$ cat config.mk
export PLATFORM = sky130hd
export DESIGN_NAME = fir_ctrl
export DESIGN_NICKNAME = d
export VERILOG_FILES = /design/src/rtl/fir_ctrl_pkg.sv /design/src/rtl/fir_ctrl_div.sv /design/src/rtl/fir_ctrl.sv
export SDC_FILE = /design/constraint.sdc
export NUM_CORES = 1
export LEC_CHECK = 0
export BUFFER_PORTS_ARGS = -buffer_cell sky130_fd_sc_hd__buf_2
export CAP_MARGIN = 20
export CORE_MARGIN = 2
export CORE_UTILIZATION = 45
export CTS_CLUSTER_SIZE = 8
export DETAILED_ROUTE_END_ITERATION = 12
export PLACE_DENSITY_LB_ADDON = 0.3
export RECOVER_POWER = 25
export SLEW_MARGIN = 20
export SYNTH_ARGS = -nofsm -noshare
export SYNTH_HDL_FRONTEND = slang
export SYNTH_SLANG_ARGS = --single-unit
export TNS_END_PERCENT = 10
$ cat constraint.sdc
create_clock -name clk -period 3.46 [get_ports clk]
set_clock_uncertainty 0.15 [all_clocks]
set_input_delay 0 -clock clk [delete_from_list [all_inputs] [get_ports clk]]
set_output_delay 0 -clock clk [all_outputs]
set_load 0.05 [all_outputs]
$ cat src/rtl/fir_ctrl_pkg.sv
// fir_ctrl_pkg: shared types and constants for the FIR control block.
package fir_ctrl_pkg;

  localparam int NTAPS        = 16;
  localparam int WARMUP_TICKS = 18;
  localparam int TCNT_W       = 5;

  typedef enum logic [1:0] {
    ST_IDLE   = 2'd0,
    ST_WARMUP = 2'd1,
    ST_RUN    = 2'd2,
    ST_BAD    = 2'd3
  } state_e;

  // True for the states in which the FIR datapath is enabled.
  function automatic logic is_active(input state_e s);
    return (s == ST_WARMUP) || (s == ST_RUN);
  endfunction

endpackage

$ cat src/rtl/fir_ctrl_div.sv
// fir_ctrl_div: sample-period divider. Counts 0..i_div while enabled and
// emits a registered one-cycle tick on the cycle after the count hits i_div.
module fir_ctrl_div
  import fir_ctrl_pkg::*;
#(
  parameter int DIV_W = 16
) (
  input  logic             clk,
  input  logic             rst_n,
  input  logic             i_en,
  input  logic             i_clr,
  input  logic [DIV_W-1:0] i_div,
  output logic             o_tick
);

  logic [DIV_W-1:0] r_cnt;
  logic             r_tick;

  // Divider counter with wrap at i_div; tick registered alongside the wrap.
  always_ff @(posedge clk or negedge rst_n) begin
    if (!rst_n) begin
      r_cnt  <= '0;
      r_tick <= 1'b0;
    end else if (!i_en || i_clr) begin
      r_cnt  <= '0;
      r_tick <= 1'b0;
    end else if (r_cnt == i_div) begin
      r_cnt  <= '0;
      r_tick <= 1'b1;
    end else begin
      r_cnt  <= r_cnt + 1'b1;
      r_tick <= 1'b0;
    end
  end

  assign o_tick = r_tick;

endmodule

$ cat src/rtl/fir_ctrl.sv
// fir_ctrl: FIR filter control (IDLE/WARMUP/RUN sequencer, sample divider,
// coefficient bank). Build option FIR_CTRL_SHADOW_EN selects a double-buffered
// coefficient bank swapped on commit; without it a single bank is written
// directly and only while idle.
module fir_ctrl
  import fir_ctrl_pkg::*;
#(
  parameter int DIV_W = 16,
  parameter int CW    = 12
) (
  input  logic                clk,
  input  logic                rst,
  input  logic                start,
  input  logic                stop,
  input  logic [DIV_W-1:0]    div,
  input  logic                coef_we,
  input  logic [3:0]          coef_addr,
  input  logic [CW-1:0]       coef_wdata,
  input  logic                commit,
  output logic                en_fir,
  output logic                sample_tick,
  output logic [NTAPS*CW-1:0] coef_flat,
  output logic                out_valid,
  output logic                commit_pend,
  output logic [1:0]          state_o,
  output logic                cfg_err
);

  state_e              r_state;
  state_e              w_state_nxt;
  logic                r_en_fir;
  logic                r_out_valid;
  logic                r_cfg_err;
  logic [DIV_W-1:0]    r_div_q;
  logic [TCNT_W-1:0]   r_tick_cnt;
  logic [NTAPS*CW-1:0] r_active;
  logic                w_tick;
  logic                w_enter_warm;
  logic                w_en_nxt;
  logic                w_cfg_set;

  // Next-state decode; stop overrides everything, unused encoding recovers.
  always_comb begin
    w_state_nxt = r_state;
    case (r_state)
      ST_IDLE:   if (start) w_state_nxt = ST_WARMUP;
      ST_WARMUP: if (w_tick && (r_tick_cnt == TCNT_W'(WARMUP_TICKS - 1))) w_state_nxt = ST_RUN;
      ST_RUN:    w_state_nxt = ST_RUN;
      default:   w_state_nxt = ST_IDLE;
    endcase
    if (stop) w_state_nxt = ST_IDLE;
  end

  assign w_enter_warm = (r_state == ST_IDLE) && (w_state_nxt == ST_WARMUP);
  assign w_en_nxt     = is_active(w_state_nxt);

  // State register with registered enable/valid, period capture and warmup tick count.
  always_ff @(posedge clk or negedge rst) begin
    if (!rst) begin
      r_state     <= ST_IDLE;
      r_en_fir    <= 1'b0;
      r_out_valid <= 1'b0;
      r_div_q     <= '0;
      r_tick_cnt  <= '0;
    end else begin
      r_state     <= w_state_nxt;
      r_en_fir    <= w_en_nxt;
      r_out_valid <= (w_state_nxt == ST_RUN);
      if (w_enter_warm) begin
        r_div_q    <= div;
        r_tick_cnt <= '0;
      end else if ((r_state == ST_WARMUP) && w_tick) begin
        r_tick_cnt <= r_tick_cnt + 1'b1;
      end
    end
  end

  fir_ctrl_div #(
    .DIV_W (DIV_W)
  ) u_div (
    .clk    (clk),
    .rst_n  (rst),
    .i_en   (w_en_nxt),
    .i_clr  (w_enter_warm),
    .i_div  (r_div_q),
    .o_tick (w_tick)
  );

`ifdef FIR_CTRL_SHADOW_EN
  logic [NTAPS*CW-1:0] r_shadow;
  logic [NTAPS*CW-1:0] w_shadow_nxt;
  logic                r_pend;
  logic                w_swap;

  // Shadow contents including a write landing on this edge, so a swap sees it.
  always_comb begin
    w_shadow_nxt = r_shadow;
    if (coef_we) w_shadow_nxt[int'(coef_addr)*CW +: CW] = coef_wdata;
  end

  // Swap immediately when idle, otherwise on the edge that consumes a sample tick.
  assign w_swap    = r_pend && ((r_state == ST_IDLE) || w_tick);
  assign w_cfg_set = 1'b0;

  // Shadow/active banks and the pending-swap flag.
  always_ff @(posedge clk or negedge rst) begin
    if (!rst) begin
      r_shadow <= '0;
      r_active <= '0;
      r_pend   <= 1'b0;
    end else begin
      r_shadow <= w_shadow_nxt;
      if (w_swap) r_active <= w_shadow_nxt;
      if (w_swap)      r_pend <= 1'b0;
      else if (commit) r_pend <= 1'b1;
    end
  end

  assign commit_pend = r_pend;
`else
  logic w_unused_commit;

  assign w_unused_commit = commit;
  assign w_cfg_set       = coef_we && (r_state != ST_IDLE);

  // Single bank, writable only while the filter is idle.
  always_ff @(posedge clk or negedge rst) begin
    if (!rst) begin
      r_active <= '0;
    end else if (coef_we && (r_state == ST_IDLE)) begin
      r_active[int'(coef_addr)*CW +: CW] <= coef_wdata;
    end
  end

  assign commit_pend = 1'b0;
`endif

  // Sticky configuration error; a new illegal write outranks a clearing start.
  always_ff @(posedge clk or negedge rst) begin
    if (!rst) begin
      r_cfg_err <= 1'b0;
    end else if (w_cfg_set) begin
      r_cfg_err <= 1'b1;
    end else if (start) begin
      r_cfg_err <= 1'b0;
    end
  end

  assign en_fir      = r_en_fir;
  assign sample_tick = w_tick;
  assign out_valid   = r_out_valid;
  assign state_o     = r_state;
  assign cfg_err     = r_cfg_err;
  assign coef_flat   = r_active;

endmodule

==> impl_metrics.yaml <==
run_status:
  run_status: "finished with violations"
  violations: "capacitance limit, slew limit"
cells_and_area:
  layout_common_cells: "235 x dfrtp_1, 192 x mux2_2, 126 x buf_2, 108 x clkbuf_1, 101 x nand2_1"
  mostFrequentLayoutCell: "dfrtp_1"
  seqCellArea_sq_um: 5881
  nFillCells: 2183
  multi_input_area_sq_um: 5445
  antenna_cells: 0
  fin_nets: 1344
  synthToLayoutAreaGrowth_pct: 24.82
  layout-drive-gt1-share: 0.3374
  utilization: 0.5726
clocking:
  cts_resized: 0
  cts.sinks: 235
  cts_tree: "built"
  h-tree-depth: 2
  hold_buffers: 34
  root_buffer: "clkbuf_16"
  post-cts-setup-buffers: 0
  clk_latency_ps: 490
  clockBufferDepth: 3
  numCtsBuffers: 35
  clk_pin_slew_ps: 50
placed_design:
  globalplace.congestion: 0.9303
  dp_slack_ps: 75.28
  dp_hpwl_um: 23610
  io_buffers: 234
routing:
  drc: 0
  drt-initial-drc-count: 728
  routedWlPerCell_um: 19.88
  viasPerCell: 5.545
  vias: 9028
  wl_um: 32370
  dr.pass1.iters: 5
  postRouteAntennaNets: 0
yosys:
  synth_cell_types: 69
  syn_area_sq_um: 11580
  syn_inst: 999
  synth_nets: 1049
  ys_ff_latch: 235
  yosysSeqAreaShare: 0.5076
  synth_top_area_frac: 0.5076
  async_flop_share: 1.000
  yosys.area.top_type: "dfrtp_1"
  synth-edff-count: 0
  yosysWarnings: 0
  yosys_most_used_dff: "dfrtp_1"
  syn_area_per_cell_sq_um: 11.60
  synth_area_leaders: "dfrtp_1 51%, mux2_2 19%, nand2_1 3.3%"
global_routing:
  grt_pass1_vias: 9086
  grt_max_degree: 79
  track_usage: 0.2390
  grt_pass1_wl_um: 50140
  grt_overflow: 0
  antenna_found_initial: 0
timing:
  setup_ws_ps: 513.9
  slew_viol_final: 61
  setup_violations: 0
  maxSlewHeadroom: -0.1024
  rsz0062_at_grt: "no"
  period_share: 0.8515
  hold_viol: 0
  tns_ps: 0
  max_freq_ghz: 0.3394
  worst_pin_slew_ps: 1654
  layout_min_cycle_time_ps: 2946
pwr:
  seqPwrFrac: 0.366
  max-vdd-ir-drop_uv: 363.7
  switching_share: 0.3746
  pwr-share-comb: 0.305
  power.internal_mw: 5.755
  leakage_nw: 7.020
  pwr-share-clk: 0.329
  switchingPower_mw: 3.448
  powerDensity_nw_per_um2: 636.4
die:
  fp-row-count: 58
  ios: 237
  fp.coreArea_sq_um: 25250
  dieArea_sq_um: 27040
  die_w_um: 164.5
  start_util: 0.4587
  dieHeight_um: 164.5
critical_path:
  path_cells: "buf_2 -> buf_4 -> clkinv_1 -> ha_1 -> nor3b_4 -> and3_1 -> ha_1 -> buf_4 -> nor3_1 -> a22o_1 -> mux2_2"
  cp.depth: 11
  cp-end-kind: "flip-flop"
  crit_family: "simple AND/OR/NAND/NOR gates"
  required_ps: 3740
  worstPathArrival_ps: 3220
  crit_fanout: 47
  reg2regPathDepth: 11
  cp_slowest_cell: "nor3_1"
  path_buf_inv: 4
  worst-setup-path-type: "in2reg"
  startpoint_type: "input port"
  slowest_delay_ps: 800
hold_path:
  min_path_cells: 3
  hp-class: "in2reg"
run:
  drv_cap: 1
[final cells by class]
type	count	share of cell area
Timing Repair Buffer	307	0.1179
Sequential cell	235	0.4067
Multi-Input combinational cell	700	0.3766
Tap cell	330	0.02855
Inverter	15	0.004067
Clock inverter	2	0.001731
Clock buffer	39	0.06446
[per-stage QoR]
stage | area, sq um | cells | hold WS [ps] | total power, mW
final | 14460 | 1628 | 118.1 | 9.202
after global placement | 13300 | 1553 | -83.35 | 6.190
after floorplan | 11660 | 999 | -445.6 | 5.430
after detailed placement | 13300 | 1553 | -81.94 | 6.230
after CTS | 14600 | 1628 | 107.4 | 9.316
after global routing | 14460 | 1628 | 125.9 | 9.570
[synthesized netlist by cell type, types with 3 or more instances]
cell       instances
nand3_1           39
nand2b_1           9
inv_1             13
or3_1              9
nand2_1          101
o22ai_1            8
dfrtp_1          235
o21ai_0           36
buf_2             16
xor2_1            25
o22a_1             6
nand4_2            3
nand3b_1           3
a2111oi_4          3
a21o_1             5
nor3_1            10
nor3b_1            8
a22oi_1            3
a22o_1            12
a32o_1             4
o21a_1             3
nand4_1            7
a221o_1            4
nor4_1             4
and2_1            14
mux2i_1           11
buf_4              7
ha_1              11
o31ai_1           12
and3_1            15
a21oi_1           25
xnor2_1            7
mux2_2           192
nor2_1            58
o2bb2ai_1          8
nor3_2             6
nand3_2            6
clkbuf_1          23
[power groups by stage]
stage                     Clock, mW  Sequential (mW)  Combinational [mW]
after floorplan                   0             4.60               0.828
final                          3.03             3.37                2.81
after global placement            0             3.39                2.80
after CTS                      3.08             3.36                2.88
after global routing           3.20             3.41                2.96
after detailed placement          0             3.40                2.83
[logic make-up (layout without fill, tap and decap cells)]
logic type	Yosys count	after routing	share of synthesized area
and+or+nand+nor	302	302	0.1323
DFF	235	235	0.5076
muxes	203	203	0.1961
AOI/OAI and AO/OA	146	146	0.09429
buffers and inverters	64	363	0.02538
xor gates and xnor gates	36	36	0.03035
adders and majority gates	12	12	0.01361
other	1	1	0.0003237
[routing by layer]
metal	track usage	share of wire
met5	0	0
met3	0.04520	0.073
met2	0.3847	0.47
met4	0.07866	0.025
met1	0.3271	0.43
[flip-flops by register name, indices dropped and copies added, names as in the netlist]
signal        count
u_div.r_cnt      16
r_tick_cnt        5
u_div.o_tick      1
r_div_q          16
en_fir            1
out_valid         1
coef_flat       192
cfg_err           1
state_o           2
[worst min-delay path: cells and delay by family]
family	cells	cell delay, ps
buffers and inverters	2	600
muxes	1	120
[path summary, 6_finish.rpt]
path / from / end / slack, ps
worst min-delay path: div[10] / r_div_q[10] / 120
worst max register to register: r_tick_cnt[1] / u_div.r_cnt[13] / 740
worst max-delay path: coef_addr[0] / coef_flat[6] / 510
max in group asynchronous: rst / coef_flat[130] / 1130
min in group asynchronous: rst / u_div.r_cnt[7] / 890
worst min register to register: coef_flat[17] / coef_flat[17] / 320
Note: power is estimated with default switching activity, not from simulation.
